==> src/rtl/multicycle_control_unit.sv <==
// multicycle_control_unit: multi-cycle MIPS16 FSM controller with memory request/ready handshake and stall-timeout fault trap.
// Define MC_BEQ_EN to build the BRANCH state (opcode 101); otherwise opcode 101 is illegal.
module multicycle_control_unit #(
  parameter int OP_W = 3,
  parameter int TIMEOUT = 15
) (
  input  logic            clk,
  input  logic            rst,
  input  logic [OP_W-1:0] op,
  input  logic            zero,
  input  logic            mem_ready,
  output logic            mem_req,
  output logic            MemRead,
  output logic            MemWrite,
  output logic            IorD,
  output logic            IRWrite,
  output logic            PCWrite,
  output logic            RegWrite,
  output logic            RegDst,
  output logic            MemToReg,
  output logic            Jump_EN,
  output logic            ALUSrcA,
  output logic [1:0]      ALUSrcB,
  output logic [1:0]      ALUOp,
  output logic            illegal_op,
  output logic            fault,
  output logic [3:0]      state
);
  localparam int CW = $clog2(TIMEOUT + 1);
  localparam logic [3:0] S_RST    = 4'd0;
  localparam logic [3:0] S_FETCH  = 4'd1;
  localparam logic [3:0] S_DECODE = 4'd2;
  localparam logic [3:0] S_MEMADR = 4'd3;
  localparam logic [3:0] S_MEMRD  = 4'd4;
  localparam logic [3:0] S_MEMWB  = 4'd5;
  localparam logic [3:0] S_MEMWR  = 4'd6;
  localparam logic [3:0] S_EXEC   = 4'd7;
  localparam logic [3:0] S_ALUWB  = 4'd8;
  localparam logic [3:0] S_ADDIEX = 4'd9;
  localparam logic [3:0] S_ADDIWB = 4'd10;
  localparam logic [3:0] S_JUMP   = 4'd11;
  localparam logic [3:0] S_BRANCH = 4'd12;
  localparam logic [3:0] S_FAULT  = 4'd15;
`ifdef MC_BEQ_EN
  localparam logic [OP_W-1:0] OP_MAX = OP_W'(5);
`else
  localparam logic [OP_W-1:0] OP_MAX = OP_W'(4);
  logic unused_zero;
  assign unused_zero = zero;
`endif
  logic [3:0]    next_state;
  logic [CW-1:0] stall_cnt;
  logic          is_sw;
  logic          stall;
  logic          bad_op;
  assign bad_op = op > OP_MAX;
  assign stall = mem_req && !mem_ready;
  // op is only valid in DECODE, so the lw/sw choice is latched there for MEMADR
  always_ff @(posedge clk or posedge rst) begin
    if (rst) begin
      state <= S_RST;
      stall_cnt <= '0;
      is_sw <= 1'b0;
    end else begin
      state <= next_state;
      stall_cnt <= (next_state != state) ? '0 : stall_cnt + CW'(stall);
      if (state == S_DECODE) is_sw <= op == OP_W'(2);
    end
  end
  always_comb begin
    next_state = S_FETCH;
    case (state)
      S_RST:    next_state = S_FETCH;
      S_FETCH:  next_state = mem_ready ? S_DECODE : S_FETCH;
      S_DECODE: next_state = bad_op ? S_FETCH : op == OP_W'(0) ? S_EXEC : op == OP_W'(3) ? S_JUMP :
                             op == OP_W'(4) ? S_ADDIEX : op == OP_W'(5) ? S_BRANCH : S_MEMADR;
      S_MEMADR: next_state = is_sw ? S_MEMWR : S_MEMRD;
      S_MEMRD:  next_state = mem_ready ? S_MEMWB : S_MEMRD;
      S_MEMWR:  next_state = mem_ready ? S_FETCH : S_MEMWR;
      S_EXEC:   next_state = S_ALUWB;
      S_ADDIEX: next_state = S_ADDIWB;
      S_FAULT:  next_state = S_FAULT;
      default:  next_state = S_FETCH;
    endcase
    // the TIMEOUT-th consecutive stall cycle traps unless mem_ready arrives in it
    if (stall && stall_cnt == CW'(TIMEOUT - 1)) next_state = S_FAULT;
  end
  always_comb begin
    {mem_req, MemRead, MemWrite, IorD, IRWrite, PCWrite, RegWrite, RegDst, MemToReg, Jump_EN, ALUSrcA, illegal_op, fault} = '0;
    ALUSrcB = 2'b00;
    ALUOp = 2'b00;
    case (state)
      S_FETCH: begin
        mem_req = 1'b1;
        MemRead = 1'b1;
        ALUSrcB = 2'b01;
        ALUOp = 2'b11;
        IRWrite = mem_ready;
        PCWrite = mem_ready;
      end
      S_DECODE: begin
        ALUSrcB = 2'b10;
        ALUOp = 2'b11;
        illegal_op = bad_op;
      end
      S_MEMADR, S_ADDIEX: begin
        ALUSrcA = 1'b1;
        ALUSrcB = 2'b10;
        ALUOp = 2'b11;
      end
      S_MEMRD: begin
        mem_req = 1'b1;
        MemRead = 1'b1;
        IorD = 1'b1;
      end
      S_MEMWB: begin
        RegWrite = 1'b1;
        MemToReg = 1'b1;
      end
      S_MEMWR: begin
        mem_req = 1'b1;
        MemWrite = 1'b1;
        IorD = 1'b1;
      end
      S_EXEC:   ALUSrcA = 1'b1;
      S_ALUWB: begin
        RegWrite = 1'b1;
        RegDst = 1'b1;
      end
      S_ADDIWB: RegWrite = 1'b1;
      S_JUMP: begin
        Jump_EN = 1'b1;
        PCWrite = 1'b1;
      end
`ifdef MC_BEQ_EN
      S_BRANCH: begin
        ALUSrcA = 1'b1;
        ALUOp = 2'b01;
        PCWrite = zero;
      end
`endif
      S_FAULT:  fault = 1'b1;
      default:  ;
    endcase
  end
endmodule

==> config.mk <==
export PLATFORM = sky130hd
export DESIGN_NAME = multicycle_control_unit
export DESIGN_NICKNAME = d
export VERILOG_FILES = /design/src/rtl/multicycle_control_unit.sv
export SDC_FILE = /design/constraint.sdc
export NUM_CORES = 1
export LEC_CHECK = 0
export ABC_AREA = 1
export ABC_CLOCK_PERIOD_IN_PS = 1500
export CAP_MARGIN = 5
export CELL_PAD_IN_SITES_DETAIL_PLACEMENT = 0
export CELL_PAD_IN_SITES_GLOBAL_PLACEMENT = 1
export CORE_MARGIN = 2
export CORE_UTILIZATION = 28
export CTS_CLUSTER_DIAMETER = 40
export DETAILED_ROUTE_END_ITERATION = 7
export HOLD_SLACK_MARGIN = 0.1
export PLACE_DENSITY_LB_ADDON = 0.1
export SLEW_MARGIN = 15
export SYNTH_ARGS = -nofsm -noshare
export SYNTH_HDL_FRONTEND = slang
export SYNTH_SLANG_ARGS = --single-unit
==> constraint.sdc <==
create_clock -name clk -period 1.5 [get_ports clk]
set_input_delay 0.375 -clock clk [delete_from_list [all_inputs] [get_ports clk]]
set_output_delay 0.375 -clock clk [all_outputs]
set_load 0.01 [all_outputs]
**Yosys cells after proc, flatten, opt, wreduce, memory -nomap -nowiden**

Cells that the tools add are included.

- $add $sub $neg: 1
- Order comparisons: 1
- Equality and inequality tests: 18
- Mux-type cells: 27
- Reductions and logical operators: 11

Operator list:

| kind | count |
|---|---|
| $pmux 4 s8 | 1 |
| $mux 4 | 7 |
| $eq 4x4->1 const B | 6 |
| $eq 4x3->1 const B | 4 |
| $mux 1 | 13 |
| $reduce_or 3->1 | 4 |
| $eq 4x2->1 const B | 2 |
| $eq 3x2->1 const B | 2 |
| $eq 3x3->1 const B | 2 |
| $mux 2 | 3 |
| $add 4x1->4 | 1 |
| $eq 4x1->1 const B | 1 |
| $ne 4x4->1 | 1 |
| $pmux 2 s2 | 1 |
| $reduce_or 2->1 | 2 |
| $reduce_or 4->1 | 1 |
| $gt 3x3->1 const B | 1 |
| $logic_not 3->1 | 1 |
| $mux 3 | 1 |
| $logic_and 1x1->1 | 2 |
| $pmux 1 s2 | 1 |
| $logic_not 1->1 | 1 |

- Bits in registers: 9
- Input bits: 7
- Output and inout bits: 21

**Longest topological paths before layout**

- Depth after elaboration: 10
- Depth in mapped cells: 11
- Gate-level depth less buffers: 11

**Worst setup path before layout**

No wires, ideal clock.

- Kind: register -> output
- Start: reg state[2]
- End: out ALUOp[1]
- Data arrival time: 1.229 ns
- Required time: 1.125 ns
- Slack: -0.104 ns
- Cell stages (with the launch flop): 7
- Path buffers: 1
- Cells stage by stage: dfrtp_1 inv_2 nand2_2 nor2_2 inv_1 nand3_1 buf_4

- Word-level cells in the longest chain between the ends: 3
- Elaborated cells between the ends (all ways): 6
- Classes of those cells: eq/ne (4); mux (1); reduce/logical (1)

Ends and longest elaborated chain:

| item | RTL line | text |
|---|---|---|
| start, declared | 27 | `output logic [3:0] state` |
| start signal, assigned | 65 | `state <= next_state;` |
| $eq 4x2->1, or another cell as far along | 92 | `case (state)` |
| $reduce_or 4->1 (no source line) (*) | - |  |
| $mux 2 (*) | 92 |  |
| end, declared | 24 | `output logic [1:0] ALUOp,` |

Every way passes the cells marked *; elsewhere a longest branch is shown, timed or not.

**Final worst setup path**

Ends and elaborated chain as after synthesis.

==> flow_summary.toml <==
[run_status]
status = "complete, but fails checks"
violations = "negative setup slack"

[pwr]
p_leak_uw = 0.000895
report.power.total_uw = 495
power.density_nw_per_um2 = 277
ir_drop_mv = 0.430

[timing]
rsz0062_at_grt = "true"
fin_skew_ns = 0.00826
relSlewSlack_pct = 75.2
post-route-period-util_pct = 115
setup_viol = 22
finalWorstSetupSlack_ns = -0.229
tightest_slew_ns = 0.372
drv_slew = 0
fmax_ghz = 0.578
final_hold_viol_count = 0
layout_min_cycle_time_ns = 1.73

[clock_tree]
cts_root_buf = "clkbuf_4"
cts_tree = "done"
path_clk_slew_ns = 0.07
cts_max_path_buffers = 2
cts.sinks = 9
insertion_delay_ns = 0.28
ctsHoldBuffers = 0
htreeDepth = 1
numCtsBuffers = 3

[yosys]
synth_compound_area_share_pct = 4.92
async_reset_ff_share_pct = 100
postSynthCellCount = 111
syn_avg_cell_area_um2 = 7.34
ys_ff_latch = 9
synth_fa_ha_area_share_pct = 3.07
synth_edf_count = 0
synthMuxAreaShare_pct = 0
synth_xor_area_share_pct = 2.15
synth_area_um2 = 815
synthDistinctLibCells = 25
syn_nets = 120
synth_flop_cell = "dfrtp_1"
synth_top_family_by_area = "simple AND/OR/NAND/NOR gates"
synth-simple-area-share_pct = 53.0
yosysSeqAreaShare_pct = 27.6
yosysWarnings = 0

[setup_path]
critPathArrivalTime_ns = 1.35
critical_path_required_ns = 1.12
worst-path-stages = 7
cpMaxStageDelayCell = "dfrtp_2"
cp_top_family = "flip-flops"
worstPathCellList = "buf_6 > inv_8 > nand2_8 > nor2_4 > inv_2 > nand3_2 > buf_6"
critical_path_class = "flop to output pin"
critPathBufInv = 4
cp_max_fo = 5
worst_setup_path_start_kind = "flop"
cpMostUsedCell = "buf_6"
reg2reg_slack_ns = -0.16
reg2reg_depth = 9
slowest_delay_ns = 0.45
reg2reg_to = "stall_cnt[3]$_DFF_PP0_"
rr_startpoint = "state[0]$_DFF_PP0_"
end_kind = "output pin"

[drt]
drt_iter0_drc = 18
ant_nets = 0
dr_total_vias = 1041
wl_per_cell_um = 12.9
drt-pass1-iter-count = 4
drt_drc_violations_left = 0
viasPerCell = 4.61
routed_wl_um = 2920

[floorplanning]
die_x_um = 57.9
io_pins = 28
start_util_pct = 29.5
fp.dieH_um = 57.9
die_area_um2 = 3360
fp-row-count = 19
core_um2 = 2760

[layout]
fin_cells = 226
antenna_cells = 0
stdcell_area_um2 = 1790
drive_gt1_share_pct = 72.8
nNetsFinal = 205
area_growth_pct = 120
final_common_cell = "buf_4"
final_cell_mix = "buf_4 (37), buf_6 (26), nand2_1 (16)"

[global_route]
first_global_vias = 1015
grt_overflow = 0
grt_use_total_pct = 17.9
grt_start_max_net_pins = 10
grt_pass1_wl_um = 4570
antenna_found_initial = 0

[place]
hpwl_um = 2010
place_ws_ns = -0.582
dpl_cell_area_um2 = 1420
dpl.cell_count = 207
gp_congestion = 0.786
port_buffers = 26

[hold_path]
min_path_type = "primary input to asynchronous set/reset pin"

[flow_run]
drv_cap = 0
-- area by class of cell --
type,count,area [um2]
clock buffer,4,26.3
fill,242,968
inverter,18,80.1
multi-input combinational,83,717
sequential,9,230
tap,31,38.8
timing repair buffer,81,697
-- through the flow --
stage	TNS, ns	util (%)	hold slack, ns
detailed placement	-7.31	51.6	0.491
finish	-3.65	64.9	0.363
CTS	-3.64	61.1	0.374
global placement	-7.02	51.6	0.498
floorplan	0	-	0.203
global route	-4.90	64.9	0.392
-- where the power goes --
group          leakage, uW  internal, uW  switching (uW)  total [uW]
combinational     0.000777          28.5            22.2        50.7
sequential        0.000103           244           0.593         244
clock            0.0000150           103            96.9         200
total             0.000895           375             120         495
-- state kept, by name (all words and copies together), names as in the netlist --
signal,count
state,4
is_sw,1
stall_cnt,4
-- worst max path at each step --
stage                     slack, ns          startpoint                      to
after floorplan               0.009  state[3]$_DFF_PP0_  stall_cnt[2]$_DFF_PP0_
after global placement        -0.53               op[0]              illegal_op
after detailed placement      -0.58               op[0]              illegal_op
after CTS                     -0.23  state[1]$_DFF_PP0_                 PCWrite
after global routing          -0.28  state[2]$_DFF_PP0_                 ALUSrcA
final                         -0.23  state[2]$_DFF_PP0_                ALUOp[1]
-- layer usage --
metal  routed length, um  track usage [%]  up-vias
li1                    -                -      524
met1                1170             23.5      482
met2                1560             29.7       28
met3                 122             1.34        7
met4                  74             8.64        0
met5                   0                0        -
-- kinds of logic (layout without fill, tap and decap cells) --
group,after synthesis,after routing
XOR/XNOR,2,2
flip-flops,9,9
AO/OA/AOI/OAI,6,6
adder cells (fa/ha/maj),2,2
buffers and inverters,19,103
AND/OR/NAND/NOR,73,73
-- cells in the mapped netlist, types with 2 or more instances --
cell type	number	share of area [%]
dfrtp_1	9	28
ha_1	2	3.1
inv_1	14	6.5
inv_2	4	1.8
nand2_1	22	10
nand2_2	8	6.1
nand2_4	2	2.8
nand3_1	5	3.1
nand3_2	4	4.9
nand3_4	2	4.3
nand4_1	4	3.1
nor2_1	12	5.5
nor2_2	7	5.4
nor2_4	4	5.5
o22ai_1	2	1.5
-- repair_timing --
item,CTS,global route
pin swaps,26,16
setup buffers,15,2
resized for setup,128,30
endpoints found under the setup margin,25,26
(Power assumes the default switching activity.)
